==> src/rtl/alu_exec_pkg.sv <==
// rtl/alu_exec_pkg.sv - operation codes, R-type opcodes and ALUOp encodings for alu_exec_unit
package alu_exec_pkg;

    // 4-bit operation codes presented on operation_code
    localparam logic [3:0] OP_AND     = 4'b0000;
    localparam logic [3:0] OP_ORR     = 4'b0001;
    localparam logic [3:0] OP_ADD     = 4'b0010;
    localparam logic [3:0] OP_SUB     = 4'b0110;
    localparam logic [3:0] OP_PASS_B  = 4'b0111;
    localparam logic [3:0] OP_NOR     = 4'b1100;
    localparam logic [3:0] OP_ILLEGAL = 4'b1111;

    // R-type opcodes, instruction bits [31:21]
    localparam logic [10:0] RTYPE_ADD = 11'b10001011000;
    localparam logic [10:0] RTYPE_SUB = 11'b11001011000;
    localparam logic [10:0] RTYPE_AND = 11'b10001010000;
    localparam logic [10:0] RTYPE_ORR = 11'b10101010000;

    // ALUOp encodings; any value with the high bit set selects R-type decode
    localparam logic [1:0] ALUOP_ADD    = 2'b00;
    localparam logic [1:0] ALUOP_PASS_B = 2'b01;
    localparam logic [1:0] ALUOP_RTYPE  = 2'b10;

endpackage

==> src/rtl/alu_exec_decode.sv <==
// rtl/alu_exec_decode.sv - combinational ALU control decode
// Ports: alu_op_1/alu_op_0 (ALUOp), instruction_part (instr[31:21])
//        -> operation_code (4-bit ALU op), illegal (unknown R-type opcode)
module alu_exec_decode
    import alu_exec_pkg::*;
(
    input  logic        alu_op_1,
    input  logic        alu_op_0,
    input  logic [10:0] instruction_part,
    output logic [3:0]  operation_code,
    output logic        illegal
);

    always_comb begin
        operation_code = OP_ADD;
        illegal        = 1'b0;
        if (alu_op_1) begin
            // alu_op_0 is a don't-care once the high bit selects R-type
            case (instruction_part)
                RTYPE_ADD: operation_code = OP_ADD;
                RTYPE_SUB: operation_code = OP_SUB;
                RTYPE_AND: operation_code = OP_AND;
                RTYPE_ORR: operation_code = OP_ORR;
                default: begin
                    operation_code = OP_ILLEGAL;
                    illegal        = 1'b1;
                end
            endcase
        end else if (alu_op_0) begin
            operation_code = OP_PASS_B;
        end
    end

endmodule

==> src/rtl/alu_exec_unit.sv <==
// rtl/alu_exec_unit.sv - single-cycle-latency registered ALU with PC and branch-target adders
// Ports: clock, reset (async, active-high); in_valid, alu_op_1/alu_op_0,
//        instruction_part, input_data_1 (A), input_data_2 (B), pc, offset (words)
//        -> out_valid, operation_code, output_data, output_zero, output_illegal,
//           output_pc_next, output_branch_target.
// Option ALU_EXEC_FLAGS_EN adds output_negative, output_carry, output_overflow.
module alu_exec_unit
    import alu_exec_pkg::*;
#(
    parameter int WIDTH  = 64,
    parameter int PC_INC = 4
) (
    input  logic             clock,
    input  logic             reset,
    input  logic             in_valid,
    input  logic             alu_op_1,
    input  logic             alu_op_0,
    input  logic [10:0]      instruction_part,
    input  logic [WIDTH-1:0] input_data_1,
    input  logic [WIDTH-1:0] input_data_2,
    input  logic [WIDTH-1:0] pc,
    input  logic [WIDTH-1:0] offset,
    output logic             out_valid,
    output logic [3:0]       operation_code,
    output logic [WIDTH-1:0] output_data,
    output logic             output_zero,
    output logic             output_illegal,
    output logic [WIDTH-1:0] output_pc_next,
    output logic [WIDTH-1:0] output_branch_target
`ifdef ALU_EXEC_FLAGS_EN
    ,
    output logic             output_negative,
    output logic             output_carry,
    output logic             output_overflow
`endif
);

    localparam logic [WIDTH-1:0] PC_INC_W = WIDTH'(PC_INC);

    logic [3:0]       dec_code;
    logic             dec_illegal;
    logic [WIDTH-1:0] alu_result;

    alu_exec_decode u_decode (
        .alu_op_1         (alu_op_1),
        .alu_op_0         (alu_op_0),
        .instruction_part (instruction_part),
        .operation_code   (dec_code),
        .illegal          (dec_illegal)
    );

    always_comb begin
        alu_result = '0;
        case (dec_code)
            OP_AND:    alu_result = input_data_1 & input_data_2;
            OP_ORR:    alu_result = input_data_1 | input_data_2;
            OP_ADD:    alu_result = input_data_1 + input_data_2;
            OP_SUB:    alu_result = input_data_1 - input_data_2;
            OP_PASS_B: alu_result = input_data_2;
            OP_NOR:    alu_result = ~(input_data_1 | input_data_2);
            default:   alu_result = '0;
        endcase
    end

`ifdef ALU_EXEC_FLAGS_EN
    logic             is_sub;
    logic             is_arith;
    logic [WIDTH-1:0] b_eff;
    logic [WIDTH:0]   arith_ext;
    logic             carry_c;
    logic             overflow_c;

    // Subtract is formed as A + ~B + 1 so carry means "no borrow"
    always_comb begin
        is_sub     = (dec_code == OP_SUB);
        is_arith   = (dec_code == OP_ADD) || is_sub;
        b_eff      = is_sub ? ~input_data_2 : input_data_2;
        arith_ext  = {1'b0, input_data_1} + {1'b0, b_eff} + {{WIDTH{1'b0}}, is_sub};
        carry_c    = is_arith & arith_ext[WIDTH];
        overflow_c = is_arith & (input_data_1[WIDTH-1] == b_eff[WIDTH-1])
                              & (arith_ext[WIDTH-1] != input_data_1[WIDTH-1]);
    end

    always_ff @(posedge clock or posedge reset) begin
        if (reset) begin
            output_negative <= 1'b0;
            output_carry    <= 1'b0;
            output_overflow <= 1'b0;
        end else if (in_valid) begin
            output_negative <= alu_result[WIDTH-1];
            output_carry    <= carry_c;
            output_overflow <= overflow_c;
        end
    end
`endif

    always_ff @(posedge clock or posedge reset) begin
        if (reset) begin
            out_valid            <= 1'b0;
            operation_code       <= 4'b0000;
            output_data          <= '0;
            output_zero          <= 1'b0;
            output_illegal       <= 1'b0;
            output_pc_next       <= '0;
            output_branch_target <= '0;
        end else begin
            out_valid <= in_valid;
            if (in_valid) begin
                operation_code       <= dec_code;
                output_data          <= alu_result;
                output_zero          <= (alu_result == '0);
                output_illegal       <= dec_illegal;
                output_pc_next       <= pc + PC_INC_W;
                output_branch_target <= pc + (offset << 2);
            end
        end
    end

endmodule

==> config.mk <==
export PLATFORM = sky130hd
export DESIGN_NAME = alu_exec_unit
export DESIGN_NICKNAME = d
export VERILOG_FILES = /design/src/rtl/alu_exec_pkg.sv /design/src/rtl/alu_exec_decode.sv /design/src/rtl/alu_exec_unit.sv
export SDC_FILE = /design/constraint.sdc
export NUM_CORES = 1
export LEC_CHECK = 0
export ABC_AREA = 1
export BUFFER_PORTS_ARGS = -buffer_cell sky130_fd_sc_hd__buf_2
export CORE_MARGIN = 2
export CORE_UTILIZATION = 25
export CTS_BUF_LIST = sky130_fd_sc_hd__clkbuf_4
export DETAILED_ROUTE_END_ITERATION = 16
export GPL_TIMING_DRIVEN = 0
export PLACE_DENSITY = 0.51
export SYNTH_ARGS = -nofsm -noshare
export SYNTH_HDL_FRONTEND = slang
export SYNTH_SLANG_ARGS = --single-unit
==> constraint.sdc <==
create_clock -name clock -period 7.1 [get_ports clock]
set_input_delay 1.42 -clock clock [delete_from_list [all_inputs] [get_ports clock]]
set_output_delay 1.42 -clock clock [all_outputs]
set_load 0.05 [all_outputs]
==> flow_metrics.tcl, run 1 <==
set metrics [dict create \
    min_path_type "flip-flop to flip-flop" \
    cts_root_buf "clkbuf_4" \
    die_area_mm2 0.0919 \
    die_w_um 303 \
    layout.nets 4719 \
    syn_area_mm2 0.0224 \
    syn-num-nets 4233 \
    detailed_place_hpwl_um 108000 \
    grt_pass1_wl_um 176000 \
    powerDensity_mw_per_mm2 163 \
    drc 0 \
    first_pass_iters 6 \
    routed_wl_um 126000 \
    rr_endpoint "output_data[31]" \
    ys_seq_area_share_pct 21.9 \
    drv_slew 0 \
    cts_resized 0 \
    fin_setup_tns_ps 0 \
    r2r_start "output_data[31]" \
    rsz0062_at_grt "no" \
    max_stage_delay_ps 630 \
    skew_ps 0 \
    final_layout_size_suffix_gt1_share_pct 15.0 \
    hold_depth 2 \
    final_cell_mix "nand2_1 (1150), nor2_1 (532), inv_1 (524)" \
    place_ws_ps -20.5 \
    synth_area_leader_cell "dfrtp_1" \
    max_freq_ghz 0.151 \
    cts-buffers-inserted 17 \
    routabilityCongestion 0.988 \
    ys_ff_latch 196 \
    fin_crit_sh_pct 93.6 \
    run_status "completed" \
    grt_max_degree 111 \
    clock_latency_ps 810 \
    rows 109 \
    overflow 0 \
    synth_top_area_share_pct 21.9 \
    setup_violations 0 \
    grt_pass1_vias 25706 \
    io_pins 471 \
    cp_top_family "simple AND/OR/NAND/NOR gates" \
    synthFlopType "dfrtp_1" \
    tightest_slew_ps 1430 \
    min_to "output_pc_next[61]" \
    synth.distinct_cells 65 \
    ys.warnings.count 0 \
    hold_viol 0 \
    synth_enable_flop_cells 0 \
    grtUsageTotal_pct 26.6 \
    required_ps 7870 \
    worst-r2r-cell-count 2 \
    post_drt_wl_per_cell_um 22.9 \
    slew_headroom_pct 4.88 \
    final_common_cell "nand2_1" \
    cts_max_path_buffers 2 \
    setup_ws_ps 456 \
    slowest_stage "nor2_1" \
    worstHoldStart "output_pc_next[61]" \
    die_h_um 303 \
    cts_max_level 4 \
    synth_area_per_cell_um2 5.84 \
    ff2ff_setup_slack_ps 6230 \
    timing.critical_path.buf_inv 4 \
    path_clk_slew_ps 210 \
    drt-vias-per-instance 4.97 \
    post_cts_buffers 0 \
    ant_nets 0 \
    drtIter0Drc 2734 \
    crit_path_start_kind "input port" \
    num_vias 27386 \
    postCtsHoldBufs 0 \
    peakVddDrop_uv 149 \
    worst_path_most_repeated_cell "nand2_1" \
    ys_async_sr_fraction_pct 100 \
    cts_sinks 196 \
    grt_antenna_before_repair 14 \
    netlist_instances 3831 \
    synthToLayoutAreaGrowth_pct 18.7 \
    cp.arrival_ps 7410 \
    cts_tree "done" \
    core_mm2 0.0885 \
    cap_violations 0 \
    yosys-top-cells-area "dfrtp_1 (22%), nand2_1 (19%), nor2_1 (8.9%)" \
    initial_core_util_pct 25.3 \
    worst-path-stages 29 \
    power.leakage_nw 14.1 \
    cp_max_fo 5 \
    fin_crit_ps 6640 \
    setup.worst_path.class "input port to flip-flop" \
    io_buffers 466 \
    endpoint_kind "flip-flop" \
]
state kept, by name, indices dropped and copies added (netlist names):
signal	count
operation_code	4
output_branch_target	62
out_valid	1
output_pc_next	64
output_zero	1
output_data	64
power by group:
| group | internal, mW | leakage, nW | total, mW | switching [mW] |
|---|---|---|---|---|
| combinational | 0.571 | 11.5 | 2.24 | 1.67 |
| sequential | 1.25 | 2.38 | 1.36 | 0.109 |
| clock | 0.202 | 0.170 | 0.732 | 0.529 |
Yosys cell counts, types with 4 or more instances:
cell type and count:
nand2_1 1150, nor2_1 532, inv_1 525, nand3_1 233, a21oi_1 205, dfrtp_1 196, ha_1 128, o21ai_0 116
a31oi_1 86, xor2_1 86, o21ai_1 66, inv_2 64, nor3_1 59, nand4_1 57, clkbuf_1 46, xnor2_1 29
nand3b_1 24, buf_2 20, o31ai_1 20, nor4_1 16, o21bai_1 16, or2_2 14, or2_1 12, a21o_1 10
clkinv_1 9, or2_0 9, a21boi_1 7, nand2_2 7, nor3_2 7, a22oi_1 6, buf_4 6, nor2_2 6
buf_1 4, o211ai_1 4
cell families (layout without fill, tap and decap cells):
kind of cell | after synthesis | in the layout | synth area share (%)
AO/OA/AOI/OAI | 565 | 565 | 14.3
XOR/XNOR | 115 | 115 | 4.50
adder cells (fa/ha/maj) | 130 | 130 | 7.34
buffers and inverters | 676 | 1175 | 11.6
flip-flops | 196 | 196 | 21.9
other | 0 | 14 | 0
AND/OR/NAND/NOR | 2149 | 2149 | 40.4
layout make-up:
type / count / area (um^2)
flip-flops and latches: 196 / 4900
multi-input cells: 2959 / 14900
clock buffers: 18 / 135
repair buffers: 467 / 2360
diodes: 14 / 35.0
clock inverters: 14 / 181
inverters: 600 / 2260
well taps: 1165 / 1460
fillers: 10321 / 62000
plain buffers: 76 / 333
metal layers:
layer	wire, um	global-route usage [%]	vias to the layer above
li1	-	-	13296
met1	58300	37.5	12838
met2	54300	40.9	1117
met3	10400	5.61	135
met4	2970	6.69	0
met5	0	0	-
how the worst max path moves through the flow:
stage | start | end | slack (ps)
after global routing | input_data_2[1] | output_zero | 340
after CTS | input_data_2[1] | output_zero | 890
after floorplan | reset | operation_code[0] | 340
after detailed placement | instruction_part[0] | output_zero | -20
after global placement | reset | output_branch_target[53] | -2840
final | input_data_2[1] | output_zero | 460
metrics by stage:
step | cells | hold slack, ps | utilization, % | total power [mW] | area (um^2)
after floorplan | 3831 | 755 | - | 2.78 | 22400
final | 5509 | 497 | 30.0 | 4.34 | 26500
after CTS | 5495 | 502 | 30.0 | 4.35 | 26500
after detailed placement | 5463 | 460 | 29.6 | 3.60 | 26200
after global routing | 5503 | 515 | 30.0 | 4.59 | 26500
after global placement | 5462 | 463 | 29.6 | 3.60 | 26200
worst reg2reg max path, cell delays in order, from the launching register on:
cell     delay, ps
dfrtp_1        570
nor2_1          80
a31oi_1        160
Power figures use the tool's default switching activity.
==> inputs of run 2 (changes only) <==
--- a/config.mk
+++ b/config.mk
@@ -5,14 +5,16 @@
 export SDC_FILE = /design/constraint.sdc
 export NUM_CORES = 1
 export LEC_CHECK = 0
-export ABC_AREA = 1
+export ABC_AREA = 0
 export BUFFER_PORTS_ARGS = -buffer_cell sky130_fd_sc_hd__buf_2
+export CELL_PAD_IN_SITES_DETAIL_PLACEMENT = 1
+export CELL_PAD_IN_SITES_GLOBAL_PLACEMENT = 2
 export CORE_MARGIN = 2
 export CORE_UTILIZATION = 25
 export CTS_BUF_LIST = sky130_fd_sc_hd__clkbuf_4
 export DETAILED_ROUTE_END_ITERATION = 16
 export GPL_TIMING_DRIVEN = 0
-export PLACE_DENSITY = 0.51
+export PLACE_DENSITY = 0.77
 export SYNTH_ARGS = -nofsm -noshare
 export SYNTH_HDL_FRONTEND = slang
 export SYNTH_SLANG_ARGS = --single-unit
==> run 2 against run 1 <==
Setup slack got worse by 320 ps; global-route usage fell by 2.3 points; cell count fell by 31%; critical path depth is 2 lower; via count is 25% lower; area after synthesis decreased by 17%; largest cell class unchanged; wire length down 25%; critical path type unchanged; total power is 0.19% higher.
==> flow_metrics.tcl, run 2 <==
set metrics [dict create \
    run_status "completed" \
    setup_violations 0 \
    synthToLayoutAreaGrowth_pct 22.9 \
    die_h_um 276 \
    cp.arrival_ps 7630 \
    synth_area_leader_cell "dfrtp_1" \
    fin_crit_ps 6960 \
    initial_core_util_pct 25.3 \
    path_clk_slew_ps 190 \
    synth_compound_area_share_pct 25.2 \
    place_inst 3711 \
    synthMuxAreaShare_pct 4.86 \
    final_cell_area_mm2 0.0228 \
    clockPowerShare_pct 15.5 \
    final_layout_size_suffix_gt1_share_pct 24.7 \
    fin_crit_sh_pct 98.0 \
    synth.most_common_cell "a21oi_1" \
    ys.warnings.count 0 \
    post_drt_wl_per_cell_um 25.1 \
    core_mm2 0.0732 \
    ys_ff_latch 196 \
    layout.nets 3193 \
    ff2ff_setup_slack_ps 6130 \
    synth-xor-area-share_pct 10.8 \
    clock_latency_ps 790 \
    internal_power_mw 2.11 \
    synth_top_area_share_pct 26.4 \
    synth_common_cells "a21oi_1 (287), nor2_1 (244), nand2_1 (220), dfrtp_1 (196), ha_1 (128)" \
    pwr-share-comb_pct 52.5 \
    tightest_slew_ps 1310 \
    required_ps 7770 \
    sequentialPowerShare_pct 32.0 \
    powerDensity_mw_per_mm2 191 \
    ant_nets 0 \
    synth_area_per_cell_um2 8.13 \
    num_vias 20577 \
    synthAdderAreaFrac_pct 8.96 \
    p_sw_mw 2.23 \
    slew_headroom_pct 13.0 \
    yosys-top-cells-area "dfrtp_1 (26%), ha_1 (8.6%), a21oi_1 (7.7%)" \
    ys_async_sr_fraction_pct 100 \
    placed_cell_area_mm2 0.0221 \
    cts_max_level 4 \
    max_freq_ghz 0.144 \
    drt-vias-per-instance 5.45 \
    overflow 0 \
    syn-num-nets 2684 \
    setup.worst_path.class "input port to flip-flop" \
    cts_root_buf "clkbuf_4" \
    drc 0 \
    io_buffers 468 \
    grt_max_degree 108 \
    syn_area_mm2 0.0185 \
    grt_antenna_before_repair 30 \
    drv_slew 0 \
    skew_ps 0 \
    cp_max_fo 6 \
    hold_viol 0 \
    slowest_stage "or4_4" \
    endpoint_kind "flip-flop" \
    min_path_type "flip-flop to flip-flop" \
    final_common_cell "buf_2" \
    max_stage_delay_ps 560 \
    crit_path_start_kind "input port" \
    netlist_instances 2282 \
    peakVddDrop_uv 102 \
    synth-simple-area-share_pct 19.7 \
    routabilityCongestion 0.957 \
    ys_seq_area_share_pct 26.4 \
    drtIter0Drc 1273 \
    synthFlopType "dfrtp_1" \
    grt_pass1_vias 21752 \
    rows 99 \
    synth_enable_flop_cells 0 \
    synth.distinct_cells 108 \
    cts_max_path_buffers 2 \
    cap_violations 0 \
    detailed_place_hpwl_um 78200 \
    die_w_um 276 \
    grtUsageTotal_pct 24.3 \
    io_pins 471 \
    cts_tree "done" \
    cts_sinks 196 \
    layout.cells.non_filler 3777 \
    routed_wl_um 94800 \
    final_cell_mix "buf_2 (480), a21oi_1 (286), nor2_1 (242)" \
    largestRegisters "output_data: 64 flops, output_pc_next: 64 flops, output_branch_target: 62 flops" \
    first_pass_iters 7 \
    synth_top_family_by_area "compound AO/OA/AOI/OAI gates" \
    power.leakage_nw 10.1 \
    cts-buffers-inserted 17 \
    switching_share_pct 51.4 \
    grt_pass1_wl_um 141000 \
    die_area_mm2 0.0764 \
]
## run 2: changes by cell type after synthesis, sizes merged, moves of 29 or more
cell,previous run,this run
inv,589,48
mux2,0,73
a31oi,86,25
a21oi,207,290
clkbuf,46,88
nand3,237,65
nand2,1159,220
nor2,541,246
or2,35,6
o21ai,183,101
xnor2,29,114
a21o,10,76
## run 2: area by class of cell
type                    instances  area (um^2)
fillers                      8978        50400
well taps                     959         1200
plain buffers                 114          566
diodes                         14         35.0
clock buffers                  18          135
repair buffers                492         2540
clock inverters                14          145
flip-flops and latches        196         4900
inverters                      49          191
multi-input cells            1921        13100
## run 2: logic make-up after synthesis
kind of cell / after synthesis
simple gates: 762
compound gates: 718
xor+xnor: 228
flops: 196
buf+inv: 165
fa+ha+maj: 132
mux: 81
## run 2: per-layer routing
| layer | share of wire [%] | track usage, % | wire (um) |
|---|---|---|---|
| met1 | 41 | 28.8 | 38400 |
| met2 | 48 | 42.1 | 45500 |
| met3 | 8.1 | 6.69 | 7690 |
| met4 | 3.2 | 7.94 | 3030 |
| met5 | 0.20 | 0 | 186 |
## run 2: timing repair
item                       CTS  global route
hold buffers                 0             0
pin swaps                    6             8
buffers inserted            11            11
resized for setup           15            21
setup endpoints to repair   17             4
## run 2: power groups by stage
stage	clock, mW	combinational (mW)	sequential [mW]
3_5_place_dp	0	2.25	1.41
6_report	0.674	2.28	1.39
2_1_floorplan	0	0.885	2.01
3_3_place_gp	0	2.22	1.41
5_1_grt	0.737	2.43	1.42
4_1_cts	0.719	2.27	1.39
## run 2: metrics by stage
stage	util [%]	setup slack [ps]	setup TNS (ps)	hold WS, ps	power, mW
2_1_floorplan	-	339	0	771	2.90
3_3_place_gp	30.2	-2660	-533940	471	3.63
3_5_place_dp	30.2	-2680	-34840	469	3.66
4_1_cts	30.8	12.3	0	513	4.38
5_1_grt	31.1	-63.3	-63.3	538	4.59
6_report	31.1	139	0	502	4.34
## run 2: critical path, delay by kind of cell
kind                       cells  cell delay, ps
xor gates and xnor gates       2             380
and+or+nand+nor               13            2970
adders and majority gates      1             350
AOI/OAI and AO/OA              8            1970
buffers and inverters          3             530
## run 2: final timing paths
kind                                     startpoint                       end  depth (start not counted)
setup / recovery                   input_data_2[11]               output_zero                         27
hold / removal             output_branch_target[12]  output_branch_target[12]                          1
setup reg to reg           output_branch_target[61]  output_branch_target[61]                          2
hold reg to reg            output_branch_target[12]  output_branch_target[12]                          1
max in group asynchronous                     reset           output_data[15]                          3
min in group asynchronous                     reset        output_pc_next[37]                          2
